File: config.mk
export PLATFORM = sky130hd
export DESIGN_NAME = seg7_scroll_ctrl
export DESIGN_NICKNAME = d
export VERILOG_FILES = /design/src/rtl/seg7_scroll_ctrl.sv
export SDC_FILE = /design/constraint.sdc
export NUM_CORES = 1
export LEC_CHECK = 0
export CORE_MARGIN = 5
export CORE_UTILIZATION = 61
export CTS_BUF_LIST = sky130_fd_sc_hd__clkbuf_8 sky130_fd_sc_hd__clkbuf_16
export DETAILED_ROUTE_END_ITERATION = 10
export PLACE_DENSITY_LB_ADDON = 0.25
export SLEW_MARGIN = 40
export SYNTH_ARGS = -nofsm -noshare
export SYNTH_HDL_FRONTEND = slang
export SYNTH_SLANG_ARGS = --single-unit
File: constraint.sdc
create_clock -name clk_i -period 5.12 [get_ports clk_i]
set_input_delay 1.024 -clock clk_i [delete_from_list [all_inputs] [get_ports clk_i]]
set_output_delay 1.024 -clock clk_i [all_outputs]
set_load 0.01 [all_outputs]
File: src/rtl/seg7_scroll_ctrl.sv
// seg7_scroll_ctrl -- scrolling message controller for an 8-digit,
// multiplexed, active-low seven-segment display.
//
// A message of up to MSG_DEPTH segment patterns is streamed in with a
// valid/ready handshake.
// - Messages of 8 characters or fewer are shown statically, left-justified.
// - Longer messages scroll left by one character every STEP_DIV cycles and
//   wrap around.
// - The digit scan runs continuously from reset, selecting each digit for
//   SCAN_DIV cycles.
//
// Optional feature, macro SEG7_SCROLL_BLINK_EN: adds parameter BLINK_DIV and
// input blink_i, which blanks the segments on alternate BLINK_DIV-cycle
// periods while a message is on screen.
//
// Ports
//   clk_i         clock, rising edge
//   arstn_i       asynchronous active-low reset
//   char_valid_i  a character is offered on char_i
//   char_i        segment pattern {a,b,c,d,e,f,g,dp}, active-low
//   char_last_i   the offered character ends the message
//   char_ready_o  the controller accepts a character this cycle
//   stop_i        abort the display and discard the message
//   busy_o        a message is on screen (SHOW or SCROLL)
//   an_o          digit anodes, active-low one-hot; an_o[7] is the leftmost
//   seg_o         segment drive {a..g,dp}, active-low
//   blink_i       (SEG7_SCROLL_BLINK_EN only) blink the message
module seg7_scroll_ctrl #(
    parameter int MSG_DEPTH = 16,
    parameter int SCAN_DIV  = 1024,
    parameter int STEP_DIV  = 2**24
`ifdef SEG7_SCROLL_BLINK_EN
    ,
    parameter int BLINK_DIV = 2**25
`endif
) (
    input  logic       clk_i,
    input  logic       arstn_i,
    input  logic       char_valid_i,
    input  logic [7:0] char_i,
    input  logic       char_last_i,
    output logic       char_ready_o,
    input  logic       stop_i,
    output logic       busy_o,
    output logic [7:0] an_o,
    output logic [7:0] seg_o
`ifdef SEG7_SCROLL_BLINK_EN
    ,
    input  logic       blink_i
`endif
);

    localparam int LW  = $clog2(MSG_DEPTH + 1);  // holds 0..MSG_DEPTH
    localparam int IW  = $clog2(MSG_DEPTH);      // buffer index
    // Wide enough for offset + 7 and for the constant 8.
    localparam int SW  = ((LW > 3) ? LW : 3) + 1;
    localparam int SCW = $clog2(SCAN_DIV);
    localparam int STW = $clog2(STEP_DIV);

    localparam logic [1:0] IDLE   = 2'd0;
    localparam logic [1:0] LOAD   = 2'd1;
    localparam logic [1:0] SHOW   = 2'd2;
    localparam logic [1:0] SCROLL = 2'd3;

    logic [1:0]     state_reg, state_next;
    logic [LW-1:0]  len_reg, len_next;
    logic [IW-1:0]  offset_reg, offset_next;
    logic [STW-1:0] step_reg, step_next;
    logic [SCW-1:0] scan_reg;
    logic [2:0]     dig_reg;
    logic           ready_reg;
    logic [7:0]     an_reg, seg_reg;
    logic           blank;

    // Message storage has no reset: len_reg alone says which entries are valid.
    logic [7:0] buffer [MSG_DEPTH];

    logic          accept;
    logic          last_char;
    logic [LW-1:0] len_inc;

    assign accept    = char_valid_i && ready_reg && !stop_i;
    // The character that fills the last slot always ends the message.
    assign last_char = char_last_i || (len_reg == LW'(MSG_DEPTH - 1));
    assign len_inc   = len_reg + LW'(1);

    always_comb begin
        state_next  = state_reg;
        len_next    = len_reg;
        offset_next = offset_reg;
        step_next   = step_reg;
        if (stop_i) begin
            state_next  = IDLE;
            len_next    = '0;
            offset_next = '0;
            step_next   = '0;
        end else begin
            case (state_reg)
                IDLE, LOAD: begin
                    if (accept) begin
                        len_next = len_inc;
                        if (last_char) begin
                            state_next = (SW'(len_inc) <= SW'(8)) ? SHOW : SCROLL;
                        end else begin
                            state_next = LOAD;
                        end
                    end
                end
                SCROLL: begin
                    if (step_reg == STW'(STEP_DIV - 1)) begin
                        step_next   = '0;
                        offset_next = (LW'(offset_reg) == len_reg - LW'(1)) ?
                                      '0 : offset_reg + IW'(1);
                    end else begin
                        step_next = step_reg + STW'(1);
                    end
                end
                default: ;
            endcase
        end
    end

    always_ff @(posedge clk_i) begin
        if (accept) begin
            buffer[IW'(len_reg)] <= char_i;
        end
    end

    // Display path. pos is the character slot of the currently scanned digit
    // counted from the left; in SCROLL it is rotated by offset modulo len.
    // Since offset < len and len > 8 there, a single subtraction is enough.
    logic [2:0]    pos;
    logic [SW-1:0] sum_raw, sum_wrap;
    logic [IW-1:0] rd_idx;
    logic          display_on;
    logic          show_pad;
    logic [7:0]    seg_next;

    assign pos        = 3'd7 - dig_reg;
    assign sum_raw    = SW'(offset_reg) + SW'(pos);
    assign sum_wrap   = ((state_reg == SCROLL) && (sum_raw >= SW'(len_reg))) ?
                        sum_raw - SW'(len_reg) : sum_raw;
    assign rd_idx     = IW'(sum_wrap);
    assign display_on = (state_reg == SHOW) || (state_reg == SCROLL);
    assign show_pad   = (state_reg == SHOW) && (SW'(pos) >= SW'(len_reg));

    always_comb begin
        seg_next = 8'hFF;
        if (display_on && !show_pad && !blank) begin
            seg_next = buffer[rd_idx];
        end
    end

    // an_reg and seg_reg both derive from the same dig_reg value, so the
    // anode and its pattern always change on the same edge.
    always_ff @(posedge clk_i or negedge arstn_i) begin
        if (!arstn_i) begin
            state_reg  <= IDLE;
            len_reg    <= '0;
            offset_reg <= '0;
            step_reg   <= '0;
            scan_reg   <= '0;
            dig_reg    <= '0;
            ready_reg  <= 1'b0;
            an_reg     <= 8'hFF;
            seg_reg    <= 8'hFF;
        end else begin
            state_reg  <= state_next;
            len_reg    <= len_next;
            offset_reg <= offset_next;
            step_reg   <= step_next;
            ready_reg  <= (state_next == IDLE) || (state_next == LOAD);
            if (scan_reg == SCW'(SCAN_DIV - 1)) begin
                scan_reg <= '0;
                dig_reg  <= dig_reg + 3'd1;
            end else begin
                scan_reg <= scan_reg + SCW'(1);
            end
            an_reg  <= display_on ? ~(8'b1 << dig_reg) : 8'hFF;
            seg_reg <= seg_next;
        end
    end

`ifdef SEG7_SCROLL_BLINK_EN
    localparam int BW = $clog2(BLINK_DIV);
    logic [BW-1:0] blink_cnt_reg;
    logic          blank_reg;

    // Held visible and cleared whenever blinking is off, so each blink run
    // starts with a full visible period.
    always_ff @(posedge clk_i or negedge arstn_i) begin
        if (!arstn_i) begin
            blink_cnt_reg <= '0;
            blank_reg     <= 1'b0;
        end else if (busy_o && blink_i) begin
            if (blink_cnt_reg == BW'(BLINK_DIV - 1)) begin
                blink_cnt_reg <= '0;
                blank_reg     <= ~blank_reg;
            end else begin
                blink_cnt_reg <= blink_cnt_reg + BW'(1);
            end
        end else begin
            blink_cnt_reg <= '0;
            blank_reg     <= 1'b0;
        end
    end
    assign blank = blank_reg;
`else
    assign blank = 1'b0;
`endif

    assign char_ready_o = ready_reg;
    assign busy_o       = display_on;
    assign an_o         = an_reg;
    assign seg_o        = seg_reg;

endmodule

==> flow_summary.ini, run 1 <==
[floorplan]
io_pins = 31
core_sq_um = 13800
start_util_pct = 62.0
row_count = 43
die_w_um = 129
dieArea_sq_um = 16500
die_height_um = 129

[synth]
synth.area.top_cells = edfxtp_1 45%, dfrtp_1 14%, nand2_1 5.2%
netlist_area_sq_um = 8570
avgSynthCellArea_sq_um = 11.8
synth_most_common_cell = edfxtp_1
yosysWarnings = 0
syn_inst = 725
synth_common_cells = 128 x edfxtp_1, 119 x nand2_1, 63 x nand3_1
yosysSeqAreaShare_pct = 64.0
ys_seq_elements = 193
yosysTopAreaCellShare_pct = 44.8
async_reset_ff_share_pct = 33.7
syn-num-nets = 767
synth_cell_types = 50
synth_ff_type = edfxtp_1
synth-edff-count = 128
synth_top_area_cell = edfxtp_1

[grt]
gr-total-overflow = 0
grt_pass1_wl_mm = 29.8
grtUsageTotal_pct = 23.5
grt_pass1_vias = 5643
antenna_found_initial = 0
grt_max_degree = 54

[power_and_ir_drop]
power.density_nw_per_um2 = 379
p_seq_share_pct = 46.9
p_total_mw = 3.67
switching_share_pct = 29.9
leakage_nw = 3.62
vdd_drop_max_mv = 0.247
power.internal_mw = 2.58
switching_power_mw = 1.10
clockPowerShare_pct = 35.3
combPwrFrac_pct = 17.9

[setup_path]
crit_chain = inv_1 -> ha_1 -> inv_1 -> fa_1 -> xor2_1 -> inv_1 -> ha_1 -> a21oi_1 -> o21ai_2 -> a41oi_4 -> mux2i_2 -> buf_4 -> nor2b_2 -> nand3_1 -> a32oi_1 -> o31ai_1
crit_start = dig_reg[0]$_DFFE_PN0N_
cp_slowest_stage_delay_ns = 0.45
r2r_cells = 16
start_kind = flop
crit_end = seg_o[4]$_DFF_PN1_
reg2reg_slack_ns = 0.41
arrival_ns = 5.06
slowest_stage = a41oi_4
r2r_start = dig_reg[0]$_DFFE_PN0N_
worst_setup_path_end_kind = flop
cp_top_family = compound AO/OA/AOI/OAI gates
path_buf_inv = 4
cp.required_ns = 5.46
timing.critical_path.mode_cell = inv_1
crit_type = flop to flop
r2r-end = seg_o[4]$_DFF_PN1_
cp_max_fo = 24
cp.depth = 16

[sta]
max_slew.worst_pin.slew_ns = 0.842
setup-tns-final_ns = 0
finalSetupViolCount = 0
finalHoldViolCount = 0
rsz0062_at_grt = false
clock.fmax_ghz = 0.212
slew_headroom_pct = 43.5
finClkSkew_ns = 0.0111
final.min_clock_period_ns = 4.71
finalCritPeriodShare_pct = 92.1
finalMaxSlewViolations = 0

[placement]
gp_congestion = 0.920
dpl_cell_area_sq_um = 9080
io_buffers = 30
dp_hpwl_mm = 12.3
placed_cells = 916

[clock_network]
cts_sinks = 193
cts_tree = yes
cts_hold_buffers = 0
cts_buffer_depth = 2
clk_latency_ns = 0.44
clockRootBuffer = clkbuf_16
cts_buffers = 17
htree_num_levels = 4
path_clk_slew_ns = 0.07
cts_setup_buffers = 0

[route]
drt_pass1_iterations = 5
num_vias = 5734
routed_wl_mm = 18.4
detail-route-antenna-nets = 0
drtIter0Drc = 778
routedWlPerCell_um = 19.5
via_per_inst = 6.05
drc = 0

[layout]
finalInstanceArea_sq_um = 9690
final_cells = 948
drive_above_1_share_pct = 10.2
diodes = 0
fillers = 923
layout-area-overhead-vs-synth_pct = 13.0
fin_nets = 797
largest_reg_flops = 128

[worst_hold_path]
hold_path_class = input pin to async pin

[outcome]
status = completed

[job]
drv_cap = 0
## stage by stage
step | worst slack, ns | hold slack (ns) | utilization [%]
detailed placement | 0.416 | 0.464 | 65.7
CTS | 0.266 | 0.446 | 69.9
global route | 0.0743 | 0.465 | 70.0
floorplan | 1.11 | 0.439 | -
global placement | 0.796 | 0.460 | 65.5
finish | 0.406 | 0.443 | 70.0
## final cells by class
type,count,area [sq um],area share [%]
flip-flops and latches,193,5490,56.7
clock buffers,17,425,4.39
inverters,22,82.6,0.853
clock inverters,15,154,1.59
repair buffers,37,348,3.59
well taps,180,225,2.33
multi-input cells,484,2960,30.6
## placed cells by master (no fill, tap or decap), types with 11 or more instances in the layout
| cell type | instances |
|---|---|
| and2_1 | 14 |
| clkdlybuf4s50_1 | 29 |
| dfstp_2 | 16 |
| dfrtp_1 | 49 |
| inv_1 | 22 |
| a21oi_1 | 26 |
| nand3_1 | 63 |
| o31ai_1 | 12 |
| and3_1 | 11 |
| xor2_1 | 17 |
| nand2_1 | 119 |
| clkbuf_16 | 17 |
| o21ai_0 | 41 |
| xnor2_1 | 14 |
| ha_1 | 27 |
| nor2_1 | 42 |
| edfxtp_1 | 128 |
## power groups by stage
| stage | logic, mW | clock network, mW | registers (mW) |
|---|---|---|---|
| finish | 0.656 | 1.30 | 1.72 |
| global route | 0.720 | 1.38 | 1.72 |
| CTS | 0.645 | 1.31 | 1.72 |
| detailed placement | 0.636 | 0 | 1.75 |
| global placement | 0.615 | 0 | 1.75 |
| floorplan | 0.424 | 0 | 1.75 |
## how the worst min path moves through the flow
stage                           from               endpoint  slack, ns
2_1_floorplan  scan_reg[8]$_DFF_PN0_  scan_reg[8]$_DFF_PN0_       0.44
6_report                     arstn_i  scan_reg[2]$_DFF_PN0_       0.44
4_1_cts                      arstn_i  scan_reg[4]$_DFF_PN0_       0.45
3_3_place_gp   scan_reg[4]$_DFF_PN0_  scan_reg[4]$_DFF_PN0_       0.46
5_1_grt                      arstn_i  scan_reg[2]$_DFF_PN0_       0.46
3_5_place_dp   scan_reg[4]$_DFF_PN0_  scan_reg[4]$_DFF_PN0_       0.46
## cell families after synthesis
logic type,Yosys count,synth area share (%)
AND/OR/NAND/NOR,292,15.6
flip-flops,193,64.0
AO/OA/AOI/OAI,118,8.74
buffers and inverters,48,2.20
XOR/XNOR,31,3.17
adder cells (fa/ha/maj),29,4.41
multiplexers,14,1.85
## per-layer routing
metal | up-vias | global-route usage (%) | wire, um
met5 | - | 0 | 0
met4 | 0 | 7.35 | 317
met3 | 30 | 4.48 | 1060
met2 | 213 | 38.0 | 9030
met1 | 2814 | 32.9 | 8040
li1 | 2677 | - | -
## repair_timing
item / CTS / global route
endpoints found under the setup margin: 0 / 7
resized for setup: 0 / 1
hold endpoints to repair: 0 / 0
(Power assumes the default switching activity.)
==> run 2, diff against run 1 <==
Settings changed: CTS_CLUSTER_SIZE set to 14, HOLD_SLACK_MARGIN set to 0.05, RECOVER_POWER set to 50.
==> run 2 against run 1 <==
Net effect:
- register-to-register slack improved by 0.04 ns
- clock skew decreased by 0.0015 ns
- largest cell class unchanged
- setup slack improved by 0.037 ns
- die area unchanged
- sequential cell count unchanged
- via count increased by 0.84%
- sequential share of layout area about the same
- the run now ends with max-capacitance violations, max-slew violations left
- hold slack improved by 0.034 ns
- total power about the same
- first-iteration DRC count decreased by 1.7%
- count of clock-buffer cells in the layout unchanged
- critical endpoint unchanged
==> flow_summary.ini, run 2 (synthesis results as in run 1) <==
[outcome]
status = complete, but fails checks
violations = max-capacitance violations, max-slew violations

[placement]
dp_hpwl_mm = 12.3
gp_congestion = 0.920
io_buffers = 30
dpl_cell_area_sq_um = 9080
placed_cells = 916

[layout]
drive_above_1_share_pct = 9.90
largest_reg_flops = 128
finalInstanceArea_sq_um = 9680
diodes = 0
layout-area-overhead-vs-synth_pct = 12.9
final_common_cell = edfxtp_1
final_cell_mix = 128 x edfxtp_1, 119 x nand2_1, 63 x nand3_1, 49 x dfrtp_1, 42 x nor2_1
fin_nets = 797
final_cells = 948

[route]
drt_pass1_iterations = 5
routedWlPerCell_um = 19.4
routed_wl_mm = 18.4
drc = 0
drtIter0Drc = 765
via_per_inst = 6.10
detail-route-antenna-nets = 0
num_vias = 5782

[floorplan]
row_count = 43
io_pins = 31
dieArea_sq_um = 16500
die_height_um = 129
core_sq_um = 13800
start_util_pct = 62.0
die_w_um = 129

[grt]
grt_pass1_vias = 5643
grtUsageTotal_pct = 23.5
grt_pass1_wl_mm = 29.8
grt_max_degree = 54
antenna_found_initial = 0
gr-total-overflow = 0

[sta]
finalSetupViolCount = 0
finalMaxSlewViolations = 54
max_slew.worst_pin.slew_ns = 2.87
slew_headroom_pct = -91.4
rsz0062_at_grt = false
finalCritPeriodShare_pct = 91.4
whs_ns = 0.477
final.min_clock_period_ns = 4.68
setup-tns-final_ns = 0
clock.fmax_ghz = 0.214
finClkSkew_ns = 0.00961
finalHoldViolCount = 0

[clock_network]
htree_num_levels = 4
cts_buffer_depth = 2
path_clk_slew_ns = 0.07
clk_latency_ns = 0.44
cts_resized = 0
cts_sinks = 193
cts_hold_buffers = 0
clockRootBuffer = clkbuf_16
cts_setup_buffers = 0
cts_tree = yes
cts_buffers = 17

[power_and_ir_drop]
leakage_nw = 3.62
vdd_drop_max_mv = 0.247
power.density_nw_per_um2 = 379

[setup_path]
cp.required_ns = 5.46
crit_type = flop to flop
cp_max_fo = 24
start_kind = flop
worst_setup_path_end_kind = flop
arrival_ns = 5.02

[worst_hold_path]
hold_path_class = flop to flop

[job]
drv_cap = 1
run 2: cell count changes in the layout (fill, tap and decap cells not counted), sizes merged:
cell / before / now
dlygate4sd3: 0 / 8
clkbuf: 17 / 19
buf: 8 / 6
clkdlybuf4s50: 29 / 21
run 2: per-layer routing:
metal / vias to the layer above / track usage, % / wire length, um
met2: 235 / 38.0 / 9040
li1: 2673 / - / -
met3: 32 / 4.48 / 1140
met5: - / 0 / 0
met1: 2842 / 32.9 / 7920
met4: 0 / 7.35 / 323
run 2: per-stage QoR:
step | setup WS, ns | power [mW] | utilization, %
6_report | 0.442 | 3.67 | 70.0
5_1_grt | 0.0743 | 3.82 | 70.0
4_1_cts | 0.266 | 3.67 | 69.9
3_5_place_dp | 0.416 | 2.39 | 65.7
3_3_place_gp | 0.796 | 2.37 | 65.5
2_1_floorplan | 1.11 | 2.17 | -
run 2: worst paths after layout:
| kind | slack, ns | start | cells after the start | end |
|---|---|---|---|---|
| max | 0.44 | dig_reg[0]$_DFFE_PN0N_ | 16 | seg_o[4]$_DFF_PN1_ |
| min | 0.48 | scan_reg[4]$_DFF_PN0_ | 1 | scan_reg[4]$_DFF_PN0_ |
| max reg2reg | 0.44 | dig_reg[0]$_DFFE_PN0N_ | 16 | seg_o[4]$_DFF_PN1_ |
| min reg2reg | 0.48 | scan_reg[4]$_DFF_PN0_ | 1 | scan_reg[4]$_DFF_PN0_ |
| max in group asynchronous | 1.42 | arstn_i | 2 | step_reg[13]$_DFFE_PN0P_ |
| min in group asynchronous | 0.57 | arstn_i | 1 | scan_reg[2]$_DFF_PN0_ |
run 2: layout make-up:
| cell class | count | area, sq um |
|---|---|---|
| multi-input combinational | 484 | 2960 |
| fill | 926 | 4150 |
| sequential | 193 | 5490 |
| clock inverter | 15 | 154 |
| timing repair buffer | 37 | 343 |
| clock buffer | 17 | 425 |
| tap | 180 | 225 |
| inverter | 22 | 82.6 |
run 2: critical path: stages, from the launching register on:
cell	delay (ns)
dfrtp_1	0.42
inv_1	0.15
ha_1	0.19
inv_1	0.05
fa_1	0.40
xor2_1	0.35
inv_1	0.17
ha_1	0.39
a21oi_1	0.25
o21ai_2	0.12
a41oi_4	0.46
mux2i_2	0.36
buf_4	0.34
nor2b_2	0.37
nand3_1	0.16
a32oi_1	0.29
o31ai_1	0.13
run 2: report_power, final:
| part | leakage, nW | internal, mW | switching (mW) |
|---|---|---|---|
| clock network | 0.280 | 0.655 | 0.640 |
| logic | 1.36 | 0.224 | 0.431 |
| registers | 1.98 | 1.70 | 0.0261 |
| total | 3.62 | 2.57 | 1.10 |
==> run 3, diff against run 2 <==
==> constraint.sdc (replaced) <==
create_clock -name clk_i -period 5.12 [get_ports clk_i]
set_input_delay 0.512 -clock clk_i [delete_from_list [all_inputs] [get_ports clk_i]]
set_output_delay 0.512 -clock clk_i [all_outputs]
set_load 0.01 [all_outputs]
==> run 3 against run 2 <==
Net effect:
- critical endpoint is now seg_o[1]$_DFF_PN1_
- register-to-register slack hardly changed
- largest power group unchanged
- highest routed layer unchanged
- global-route usage about the same
- the run still ends with max-capacitance violations, max-slew violations left
- first-iteration DRC count fell by 25%
- hold slack worse by 0.011 ns
==> flow_summary.ini, run 3 (synthesis results as in run 1) <==
[sta]
finalSetupViolCount = 0
finalMaxSlewViolations = 66
finClkSkew_ns = 0.00924
rsz0062_at_grt = false
max_slew.worst_pin.slew_ns = 3.49
finalCritPeriodShare_pct = 91.6
final.min_clock_period_ns = 4.69
clock.fmax_ghz = 0.213
finalHoldViolCount = 0
setup-tns-final_ns = 0
slew_headroom_pct = -133
whs_ns = 0.466

[clock_network]
cts_buffer_depth = 2
path_clk_slew_ns = 0.07
htree_num_levels = 4
clk_latency_ns = 0.43
cts_buffers = 17
cts_tree = yes
clockRootBuffer = clkbuf_16
cts_sinks = 193

[worst_hold_path]
holdPathEnd = scan_reg[4]$_DFF_PN0_
worst_hold_path.num_cells = 1
min_from = scan_reg[4]$_DFF_PN0_
hold_path_class = flop to flop

[power_and_ir_drop]
switching_power_mw = 1.06
p_seq_share_pct = 47.0
switching_share_pct = 28.9
power.density_nw_per_um2 = 379
vdd_drop_max_mv = 0.255
power.internal_mw = 2.61
leakage_nw = 3.62
clockPowerShare_pct = 35.3
combPwrFrac_pct = 17.7

[outcome]
status = complete, but fails checks
violations = max-capacitance violations, max-slew violations

[setup_path]
reg2reg_slack_ns = 0.43
cp_max_fo = 24
worst_setup_path_end_kind = flop
cp_slowest_stage_delay_ns = 0.53
crit_type = flop to flop
r2r_start = dig_reg[0]$_DFFE_PN0N_
slowest_stage = a41oi_4
arrival_ns = 5.03
timing.critical_path.mode_cell = inv_1
r2r-end = seg_o[1]$_DFF_PN1_
crit_chain = inv_1 -> ha_1 -> inv_1 -> fa_1 -> xor2_1 -> inv_1 -> ha_1 -> a21oi_1 -> o21ai_2 -> a41oi_4 -> mux2i_2 -> buf_4 -> nor2b_2 -> nand3_1 -> a32oi_1 -> o31ai_1
cp.required_ns = 5.46
start_kind = flop
r2r_cells = 16

[route]
routed_wl_mm = 18.3
drt_pass1_iterations = 5
routedWlPerCell_um = 19.3
drtIter0Drc = 574
drc = 0
via_per_inst = 6.10
detail-route-antenna-nets = 0
num_vias = 5774

[floorplan]
dieArea_sq_um = 16500
die_w_um = 129
start_util_pct = 62.0
core_sq_um = 13800
row_count = 43
die_height_um = 129
io_pins = 31

[grt]
met1_usage_pct = 33.7
met3_usage_pct = 4.28
grt_max_degree = 66
grt_pass1_wl_mm = 30.1
antenna_found_initial = 0
grtUsageTotal_pct = 23.5
gr-total-overflow = 0
grt_use_met2_pct = 37.3
grt_pass1_vias = 5717
top_usage_layer = met2

[layout]
final_common_cell = edfxtp_1
diodes = 0
largest_reg_flops = 128
layout-area-overhead-vs-synth_pct = 12.8
fin_nets = 796
final_cell_mix = 128 x edfxtp_1, 119 x nand2_1, 63 x nand3_1, 49 x dfrtp_1, 42 x nor2_1
drive_above_1_share_pct = 9.78
final_cells = 947

[placement]
gp_congestion = 0.916
placed_cells = 915
io_buffers = 30
dp_hpwl_mm = 12.3

[job]
drv_cap = 1
-- run 3: cell count changes in the layout (fill, tap and decap cells not counted), sizes merged --
cell,previous run,this run
inv,32,28
clkbuf,19,18
bufinv,0,1
clkinvlp,2,1
clkinv,3,7
-- run 3: worst max-delay path, delay by kind of cell, from the launching register on --
kind                     cells  cell delay, ns
AO/OA/AOI/OAI                5            1.26
XOR/XNOR                     1            0.33
adder cells (fa/ha/maj)      3            0.99
buffers and inverters        4            0.72
flip-flops                   1            0.42
multiplexers                 1            0.35
AND/OR/NAND/NOR              2            0.51
-- run 3: stage by stage --
stage	power (mW)	area (sq um)	util, %	worst slack (ns)
finish	3.66	9670	69.9	0.429
floorplan	2.17	8570	-	1.11
CTS	3.67	9670	69.9	0.375
global route	3.82	9670	69.9	0.129
global placement	2.37	9050	65.4	0.792
detailed placement	2.39	9090	65.7	0.415
-- run 3: per-layer routing --
layer | routed length [um] | up-vias | share of wire (%)
met5 | 0 | - | 0
li1 | - | 2669 | -
met3 | 1300 | 26 | 7.1
met2 | 8950 | 236 | 49
met1 | 7770 | 2843 | 42
met4 | 301 | 0 | 1.6
-- run 3: timing repair --
action	CTS	global route
resized for setup	0	1
hold buffers	0	0
setup endpoints to repair	0	2
setup buffers	0	0
-- run 3: power groups by stage --
stage / Sequential, mW / Combinational [mW] / Clock [mW]
final: 1.72 / 0.648 / 1.29
after global routing: 1.72 / 0.716 / 1.38
after CTS: 1.72 / 0.645 / 1.30
after detailed placement: 1.75 / 0.640 / 0
after global placement: 1.75 / 0.615 / 0
after floorplan: 1.75 / 0.424 / 0
-- run 3: cell type report --
type	count	area [sq um]
Clock buffer	17	425
Clock inverter	15	153
Fill cell	937	4160
Inverter	22	82.6
Multi-Input combinational cell	484	2960
Sequential cell	193	5490
Tap cell	180	225
Timing Repair Buffer	36	337
-- run 3: worst max-delay path by stage --
stage,start,endpoint,slack [ns],cells past startpoint
after floorplan,dig_reg[0]$_DFFE_PN0N_,seg_o[6]$_DFF_PN1_,1.11,14
after global placement,dig_reg[0]$_DFFE_PN0N_,seg_o[7]$_DFF_PN1_,0.79,16
after detailed placement,dig_reg[0]$_DFFE_PN0N_,seg_o[1]$_DFF_PN1_,0.42,16
after CTS,dig_reg[0]$_DFFE_PN0N_,seg_o[1]$_DFF_PN1_,0.38,16
after global routing,dig_reg[0]$_DFFE_PN0N_,seg_o[7]$_DFF_PN1_,0.13,16
final,dig_reg[0]$_DFFE_PN0N_,seg_o[1]$_DFF_PN1_,0.43,16
